$ cat src/rtl/adc_pkg.sv
// ---------------------------------------------------------------------------
// adc_pkg
// Shared definitions for the ADC scan sequencer: default sizing parameters
// and the sequencer FSM state encoding.
//   NUM_CH_DEF      number of ADC channels scanned
//   DATA_W_DEF      ADC result width
//   TIMEOUT_CYC_DEF clk cycles to wait for adc_done before giving up
// ---------------------------------------------------------------------------
package adc_pkg;

    localparam int NUM_CH_DEF      = 8;
    localparam int DATA_W_DEF      = 12;
    localparam int TIMEOUT_CYC_DEF = 1024;

    typedef enum logic [1:0] {
        IDLE  = 2'd0,   // waiting for an accepted sample tick
        START = 2'd1,   // one-cycle adc_start pulse
        WAIT  = 2'd2,   // waiting for adc_done or timeout
        PUSH  = 2'd3    // holding a sample on the output stream
    } state_e;

endpackage

$ cat src/rtl/adc_next_chan.sv
// ---------------------------------------------------------------------------
// adc_next_chan
// Combinational search for the lowest set mask bit strictly above a given
// channel index.
//   mask_i   channel mask to search
//   from_i   signed start index (CH_W+1 bits); all-ones (-1) searches from ch0
//   next_o   lowest set channel above from_i (0 when none)
//   found_o  a set channel above from_i exists
// ---------------------------------------------------------------------------
module adc_next_chan
    import adc_pkg::*;
#(
    parameter int NUM_CH = NUM_CH_DEF,
    parameter int CH_W   = $clog2(NUM_CH)
) (
    input  logic [NUM_CH-1:0] mask_i,
    input  logic [CH_W:0]     from_i,
    output logic [CH_W-1:0]   next_o,
    output logic              found_o
);

    // Walk downwards so the lowest qualifying channel is written last.
    always_comb begin
        next_o  = '0;
        found_o = 1'b0;
        for (int i = NUM_CH - 1; i >= 0; i--) begin
            if (mask_i[i] && (i > int'($signed(from_i)))) begin
                next_o  = CH_W'(i);
                found_o = 1'b1;
            end
        end
    end

endmodule

$ cat src/rtl/adc_scan_sequencer.sv
// ---------------------------------------------------------------------------
// adc_scan_sequencer
// Walks the channels selected by chan_mask once per accepted sample tick,
// starting a conversion on each, waiting for the ADC (with timeout), and
// streaming each result out through a valid/ready handshake.
//   clk, rst_n              clock, async active-low reset
//   sample_tick             scan-rate enable pulse
//   enable                  scanning permitted
//   chan_mask               channels to include in the next scan
//   clear_err               clears the sticky error flags
//   adc_start / adc_chan    conversion start pulse and channel
//   adc_done / adc_data     conversion complete pulse and result
//   sample_valid/ready      output stream handshake
//   sample_data/chan        result and its channel
//   scan_done               one-cycle end-of-scan pulse
//   overrun, timeout_err    sticky error flags
// ---------------------------------------------------------------------------
module adc_scan_sequencer
    import adc_pkg::*;
#(
    parameter int NUM_CH      = NUM_CH_DEF,
    parameter int DATA_W      = DATA_W_DEF,
    parameter int TIMEOUT_CYC = TIMEOUT_CYC_DEF,
    localparam int CH_W       = $clog2(NUM_CH)
) (
    input  logic              clk,
    input  logic              rst_n,
    input  logic              sample_tick,
    input  logic              enable,
    input  logic [NUM_CH-1:0] chan_mask,
    input  logic              clear_err,
    output logic              adc_start,
    output logic [CH_W-1:0]   adc_chan,
    input  logic              adc_done,
    input  logic [DATA_W-1:0] adc_data,
    output logic              sample_valid,
    input  logic              sample_ready,
    output logic [DATA_W-1:0] sample_data,
    output logic [CH_W-1:0]   sample_chan,
    output logic              scan_done,
    output logic              overrun,
    output logic              timeout_err
);

    localparam int CNT_W = $clog2(TIMEOUT_CYC + 1);

    state_e            state_q, state_d;
    logic [NUM_CH-1:0] mask_q, mask_d;
    logic [CH_W-1:0]   chan_q, chan_d;
    logic [CNT_W-1:0]  cnt_q, cnt_d;
    logic [DATA_W-1:0] data_q, data_d;
    logic [CH_W-1:0]   schan_q, schan_d;
    logic              done_q, done_d;
    logic              ovr_q, ovr_d;
    logic              tmo_q, tmo_d;

    logic              advance;
    logic              tmo_set;
    logic              ovr_set;

    logic [NUM_CH-1:0] nc_mask;
    logic [CH_W:0]     nc_from;
    logic [CH_W-1:0]   nc_next;
    logic              nc_found;

    // In IDLE the search runs on the live mask from -1 (first channel);
    // mid-scan it runs on the latched mask above the current channel, so
    // chan_mask changes cannot disturb a scan in progress.
    always_comb begin
        if (state_q == IDLE) begin
            nc_mask = chan_mask;
            nc_from = '1;
        end else begin
            nc_mask = mask_q;
            nc_from = {1'b0, chan_q};
        end
    end

    adc_next_chan #(
        .NUM_CH (NUM_CH),
        .CH_W   (CH_W)
    ) u_next_chan (
        .mask_i  (nc_mask),
        .from_i  (nc_from),
        .next_o  (nc_next),
        .found_o (nc_found)
    );

    always_comb begin
        state_d = state_q;
        mask_d  = mask_q;
        chan_d  = chan_q;
        cnt_d   = cnt_q;
        data_d  = data_q;
        schan_d = schan_q;
        done_d  = 1'b0;
        advance = 1'b0;
        tmo_set = 1'b0;

        case (state_q)
            IDLE: begin
                if (sample_tick && enable && nc_found) begin
                    mask_d  = chan_mask;
                    chan_d  = nc_next;
                    state_d = START;
                end
            end
            START: begin
                // adc_done here belongs to nothing we started; ignore it.
                cnt_d   = '0;
                state_d = WAIT;
            end
            WAIT: begin
                if (adc_done) begin
                    data_d  = adc_data;
                    schan_d = chan_q;
                    state_d = PUSH;
                end else if (cnt_q == CNT_W'(TIMEOUT_CYC - 1)) begin
                    // TIMEOUT_CYC wait cycles elapsed: skip this channel.
                    tmo_set = 1'b1;
                    advance = 1'b1;
                end else begin
                    cnt_d = cnt_q + CNT_W'(1);
                end
            end
            PUSH: begin
                if (sample_ready) begin
                    advance = 1'b1;
                end
            end
            default: state_d = IDLE;
        endcase

        // Move on to the next latched channel, or finish the scan.
        if (advance) begin
            if (nc_found && enable) begin
                chan_d  = nc_next;
                state_d = START;
            end else begin
                state_d = IDLE;
                done_d  = 1'b1;
            end
        end

        // Sticky flags: a set event in the same cycle beats clear_err.
        ovr_set = sample_tick && (state_q != IDLE);
        if (ovr_set) begin
            ovr_d = 1'b1;
        end else if (clear_err) begin
            ovr_d = 1'b0;
        end else begin
            ovr_d = ovr_q;
        end
        if (tmo_set) begin
            tmo_d = 1'b1;
        end else if (clear_err) begin
            tmo_d = 1'b0;
        end else begin
            tmo_d = tmo_q;
        end
    end

    always_ff @(posedge clk or negedge rst_n) begin
        if (!rst_n) begin
            state_q <= IDLE;
            mask_q  <= '0;
            chan_q  <= '0;
            cnt_q   <= '0;
            data_q  <= '0;
            schan_q <= '0;
            done_q  <= 1'b0;
            ovr_q   <= 1'b0;
            tmo_q   <= 1'b0;
        end else begin
            state_q <= state_d;
            mask_q  <= mask_d;
            chan_q  <= chan_d;
            cnt_q   <= cnt_d;
            data_q  <= data_d;
            schan_q <= schan_d;
            done_q  <= done_d;
            ovr_q   <= ovr_d;
            tmo_q   <= tmo_d;
        end
    end

    assign adc_start    = (state_q == START);
    assign adc_chan     = chan_q;
    assign sample_valid = (state_q == PUSH);
    assign sample_data  = data_q;
    assign sample_chan  = schan_q;
    assign scan_done    = done_q;
    assign overrun      = ovr_q;
    assign timeout_err  = tmo_q;

endmodule

$ cat config.mk
export PLATFORM = sky130hd
export DESIGN_NAME = adc_scan_sequencer
export DESIGN_NICKNAME = d
export VERILOG_FILES = /design/src/rtl/adc_pkg.sv /design/src/rtl/adc_next_chan.sv /design/src/rtl/adc_scan_sequencer.sv
export SDC_FILE = /design/constraint.sdc
export NUM_CORES = 1
export LEC_CHECK = 0
export ABC_AREA = 0
export BUFFER_PORTS_ARGS = -buffer_cell sky130_fd_sc_hd__clkbuf_2
export CELL_PAD_IN_SITES_DETAIL_PLACEMENT = 1
export CELL_PAD_IN_SITES_GLOBAL_PLACEMENT = 1
export CORE_ASPECT_RATIO = 1.5
export CORE_UTILIZATION = 30
export CTS_BUF_LIST = sky130_fd_sc_hd__clkbuf_2 sky130_fd_sc_hd__clkbuf_4 sky130_fd_sc_hd__clkbuf_8
export CTS_CLUSTER_SIZE = 25
export DETAILED_ROUTE_END_ITERATION = 16
export PLACE_DENSITY = 0.72
export SYNTH_ARGS = -nofsm -noshare
export SYNTH_HDL_FRONTEND = slang
export SYNTH_HIERARCHICAL = 1
export SYNTH_SLANG_ARGS = --single-unit
$ cat constraint.sdc
create_clock -name clk -period 4.6 [get_ports clk]
set_clock_uncertainty 0.1 [all_clocks]
set_input_delay 0.23 -clock clk [delete_from_list [all_inputs] [get_ports clk]]
set_output_delay 0.23 -clock clk [all_outputs]
set_load 0.1 [all_outputs]
# Yosys cells after proc, flatten, opt, wreduce, memory -nomap -nowiden
# Index checks and enable logic that the tools add are counted.
# classes
reduce_logical	22
n_lt_le_gt_ge	8
add_sub_neg	1
n_eq_ne	8
muxes	40
# op_table
operator	count
2-to-1 mux 3 bit	12
2-to-1 mux 11 bit	2
one-hot mux 11 bit (2 select lines)	1
2-to-1 mux 1 bit	18
> comparator 4 bit (first input constant)	4
logical AND 1 bit	12
adder 11 x 1 -> 11 bit (second input constant)	1
== test 11 x 10 -> 1 bit (second input constant)	1
> comparator 3 x 4 -> 1 bit (first input constant)	2
2-to-1 mux 8 bit	1
nonzero test 2 bit	4
2-to-1 mux 2 bit	3
one-hot mux 2 bit (3 select lines)	1
AND reduction 3 bit	2
== test 2 bit (second input constant)	2
> comparator 1 x 4 -> 1 bit (first input constant)	1
> comparator 2 x 4 -> 1 bit (first input constant)	1
2-to-1 mux 4 bit	1
inequality test 2 bit (second input constant)	2
AND reduction 2 bit	2
nonzero test 4 bit	1
inequality test 3 x 2 -> 1 bit (second input constant)	1
inequality test 3 bit (second input constant)	1
== test 2 x 1 -> 1 bit (second input constant)	1
2 further kinds	2
# totals
elab_cells	88
register_bits	42
in_bits	27
output_inout_bits	23

# Longest topological paths before layout
# logic_depth
ltp_word	17
depth_mapped	12
ltp_nobuf	11

# Cells and area by module
# The synthesis kept the hierarchy.
# modules_own_cells
module	area_each_um2	instances	cells_per_inst	seq_area_each_um2
adc_scan_sequencer	2037.0	1	165	1051.0
adc_next_chan	220.2	1	34	0.0

# Worst setup path before layout
# OpenSTA, ideal clock, no wires.
# synth_timing
kind	flip-flop to flip-flop
from	register state_q[0]
to	register chan_q[1], in the netlist adc_chan[1]
slack_ns	1.005
setup_time_ns	0.128
t_arrival_ns	3.366
period_less_slack_ns	3.595
path_buffers	1
stages_incl_launch_ff	12
required_ns	4.372
cell_sequence	dfrtp_1 inv_1 ha_1 clkbuf_1 mux2_2 o21ai_0 nand2_1 or4b_1 nand4_1 o21ai_0 a21oi_1 mux2_1
# synth_via
elab_chain_cells	17
word_cells_on_any_way	44
cone_classes	order compare: 8; eq/ne: 2; mux: 23; reduce/logical: 11
# synth_rtl
element	line_no	rtl
from (decl)	adc_scan_sequencer.sv:47	state_e state_q, state_d;
from (signal assigned)	adc_scan_sequencer.sv:175	state_q <= state_d;
logical NOT 2 bit *	adc_scan_sequencer.sv:70	if (state_q == IDLE) begin
2-to-1 mux 4 bit *	adc_scan_sequencer.sv:70	
named net nc_from[3]	adc_scan_sequencer.sv:62	logic [CH_W:0] nc_from;
> comparator 4 bit	adc_next_chan.sv:27	if (mask_i[i] && (i > int'($signed(from_i)))) begin
logical AND 1 bit	adc_next_chan.sv:27	
2-to-1 mux 1 bit (7 in a row)	adc_next_chan.sv:27	
2-to-1 mux 1 bit *	adc_next_chan.sv:27	
named net nc_found	adc_scan_sequencer.sv:64	logic nc_found;
logical AND 1 bit	adc_scan_sequencer.sv:102	if (sample_tick && enable && nc_found) begin
2-to-1 mux 3 bit	adc_scan_sequencer.sv:102	
2-to-1 mux 3 bit	adc_scan_sequencer.sv:100	case (state_q)
2-to-1 mux 3 bit	adc_scan_sequencer.sv:136	if (nc_found && enable) begin
2-to-1 mux 3 bit *	adc_scan_sequencer.sv:135	if (advance) begin
named net chan_d[1]	adc_scan_sequencer.sv:49	logic [CH_W-1:0] chan_q, chan_d;
to (signal assigned)	adc_scan_sequencer.sv:177	chan_q <= chan_d;
to (decl)	adc_scan_sequencer.sv:49	
# The timed path passes the listed nets; every way through them passes the cells marked *.
# A chain may end at the register's enable or synchronous reset.

# Worst setup path after layout
# layout_timing
from	register state_q[1]
to	register chan_q[2], in the netlist adc_chan[2]
# Same word-level chain as after synthesis.

==> results.md <==
- Routed length per instance: 15.5 um
- Cts bufs inserted: 5
- Final Cycle Share: 80.8%
- Placer congestion estimate: 0.836
- Crit path kind: flop to flop
- F_max: around 270 MHz
- Congestion Overflow GR: 0
- Synthesized Nets: 233
- Max_slew headroom: 29.2%
- Max Cap Violations: 0
- CTS tree: yes
- Maximum clock path buffer count: 2
- Yosys top cell area share: 46.6%
- Reg-to-Reg End: adc_chan[2]
- # resized after CTS: 0
- Netlist area before placement: 2260 um^2
- Pin count of the biggest net entering global routing: 43
- CTS Hold Bufs: 0
- Routed wl met2: between 3 and 4 mm
- Final Hold Vio Count: 0
- Run status: completed
- Mean post-synth cell area: 11.3 um^2
- Layout Nets: 286
- DR pass1 iterations: 4
- Min cycle time layout: ~3.7 ns
- Antenna Violating Nets Remaining: 0
- Die W: 72.8 um
- DPL Wire Length: 4.09 mm
- Core area: 7270 um^2
- Via Count: 1791
- Ant diodes: 0
- Vias/cell: 5.07
- Number of synthesized register bits: 42
- Main synth FF type: dfrtp_1
- Initial antenna violation count: 0
- Warnings, synthesis: 6
- Clock-pin slew on the worst setup and hold paths: ~0.08 ns
- Max layer used: met4
- Async SR Flop Fraction: 100%
- Mapped Cells: 199
- DRT met1 WL: about 2.1 mm
- CP Capture Type: flop
- Tot GR Track Use: 14.9%
- Post-synth EDFFs: 0
- Number of global-route vias before repair: 1926
- Worst reg-to-reg path cell count: 10
- Worst skew pair latency: 0.30 ns
- Met3 WL: 142 um
- # IOs: 50
- DR iter-0 viols: 27
- I/O Buffers: 49
- Initial Utilization: 31.0%
- Crit-path slowest cell: ha_1
- Crit path cell chain: inv_1 > ha_1 > mux2_2 > o21ai_0 > nand2_1 > or4b_1 > nand2_1 > o21ai_0 > a21oi_1 > mux2_1
- Synth top area cells: dfrtp_1, mux2_2, ha_1
- FF-to-FF setup slack: 0.88 ns
- RSZ-0062 raised after global routing: no
- DRT Wirelength: 5.47 mm
- Seq/Total Area, Yosys: 46.6%
- FF-to-FF Start: state_q[1]
- Die area: around 7900 um^2
- Proportion of layout cells with a drive suffix above 1: 39.1%
- Synth area leader: dfrtp_1
- Slew @ Worst Pin: 1.06 ns
- H-tree level count: 2
- Rows: 38
- First-pass GRT wire length: 9.09 mm
- Minimum hold slack: between 0.01 and 0.015 ns
- Die Ht: 108 um
- Delay of the slowest critical-path stage: 0.67 ns
- Worst Path Arrival: 3.79 ns
- Root buf cell: clkbuf_8
- Worst setup SP type: flop
- Critical path peak fanout: 23
- Area growth syn-to-layout: 20.0%
- Number of clock sinks: 42
- TNS Setup: 0 ns
- HP Class: input port to asynchronous set/reset pin
- Max-slew violations: 0
- Yosys cell types: 48
- Final setup vio count: 0
- DRC Markers: 0
- Setup bufs post-CTS: 0
- CP Data Required Time: 4.68 ns
==> per-layer routing <==
layer	GRT usage [%]	up-vias
met2	28.6	36
met1	16.2	916
met3	2.42	4
met5	0	-
met4	4.76	0
li1	-	835
==> layout make-up <==
| cell class | instances | area [um^2] |
|---|---|---|
| repair buffers | 50 | 253 |
| clock buffers | 5 | 68.8 |
| inverters | 8 | 30.0 |
| flip-flops and latches | 42 | 1050 |
| multi-input cells | 145 | 1160 |
| clock inverters | 3 | 21.3 |
| well taps | 100 | 125 |
| fillers | 832 | 4570 |
==> kinds of logic (layout without fill, tap and decap cells) <==
| group | after synthesis | count (layout) | synth area share, % |
|---|---|---|---|
| adder cells (fa/ha/maj) | 7 | 7 | 3.88 |
| multiplexers | 36 | 36 | 17.9 |
| buffers and inverters | 12 | 66 | 2.05 |
| AO/OA/AOI/OAI | 40 | 40 | 12.1 |
| flip-flops | 42 | 42 | 46.6 |
| XOR/XNOR | 2 | 2 | 0.776 |
| AND/OR/NAND/NOR | 60 | 60 | 16.7 |
==> flip-flops by register name (all words and copies together), names as in the netlist, 2 cells and up <==
name         count
sample_chan      3
adc_chan         3
cnt_q           11
mask_q           8
state_q          2
sample_data     12
==> critical path, delay by kind of cell, from the launching register on <==
family,cells,cell delay (ns)
simple gates,3,0.83
mux,2,0.80
fa+ha+maj,1,0.67
compound gates,3,0.64
flops,1,0.41
buf+inv,1,0.14
==> Yosys cell counts, types with 3 or more instances <==
cell type / count
o22a_1: 3
or4_1: 3
dfrtp_1: 42
o31ai_1: 4
a21oi_1: 10
or2_2: 3
o21ai_0: 10
mux2_1: 3
inv_1: 8
ha_1: 7
nand4_1: 4
o22ai_1: 3
nand2_1: 8
and3_1: 3
nor3_1: 3
mux2_2: 32
nor2_1: 9
nand3_1: 5
nor2b_1: 6
==> cells in the final DEF, fill, tap and decap left out, types with 2 or more instances in the layout <==
master / netlist / layout
mux2_1: 3 / 3
nand4_1: 4 / 4
nor2b_1: 6 / 6
dfrtp_1: 42 / 42
nand2b_1: 2 / 2
o21ai_0: 10 / 10
o31ai_1: 4 / 4
ha_1: 7 / 7
a21oi_1: 10 / 10
inv_1: 8 / 8
nand3_1: 5 / 5
nand3b_1: 2 / 2
o22a_1: 3 / 3
clkbuf_8: 0 / 5
nor3_1: 3 / 3
nor2_1: 9 / 9
o22ai_1: 3 / 3
a22o_1: 2 / 2
or4_1: 3 / 3
mux2_2: 32 / 32
clkbuf_2: 0 / 49
and3_1: 3 / 3
nand2_1: 8 / 8
or2_2: 3 / 3
==> through the flow <==
| step | utilization (%) | std cells | worst slack, ns | cell area, um^2 |
|---|---|---|---|---|
| floorplan | - | 199 | 1.01 | 2260 |
| global placement | 36.0 | 345 | 0.967 | 2620 |
| detailed placement | 36.0 | 345 | 0.859 | 2620 |
| CTS | 37.2 | 353 | 0.881 | 2710 |
| global route | 37.2 | 353 | 0.630 | 2710 |
| finish | 37.2 | 353 | 0.885 | 2710 |
==> how the worst max path moves through the flow <==
| stage | to | start | slack, ns | cells past startpoint |
|---|---|---|---|---|
| 3_5_place_dp | adc_chan[2] | state_q[0] | 0.86 | 10 |
| 5_1_grt | adc_chan[2] | state_q[0] | 0.63 | 11 |
| 6_report | adc_chan[2] | state_q[1] | 0.88 | 10 |
| 2_1_floorplan | adc_chan[1] | state_q[0] | 1.01 | 11 |
| 4_1_cts | adc_chan[2] | state_q[1] | 0.88 | 10 |
| 3_3_place_gp | adc_chan[1] | state_q[0] | 0.97 | 10 |
Power is not shown: default switching activity piles up to over one toggle a cycle in this logic, so the estimate is an artifact.
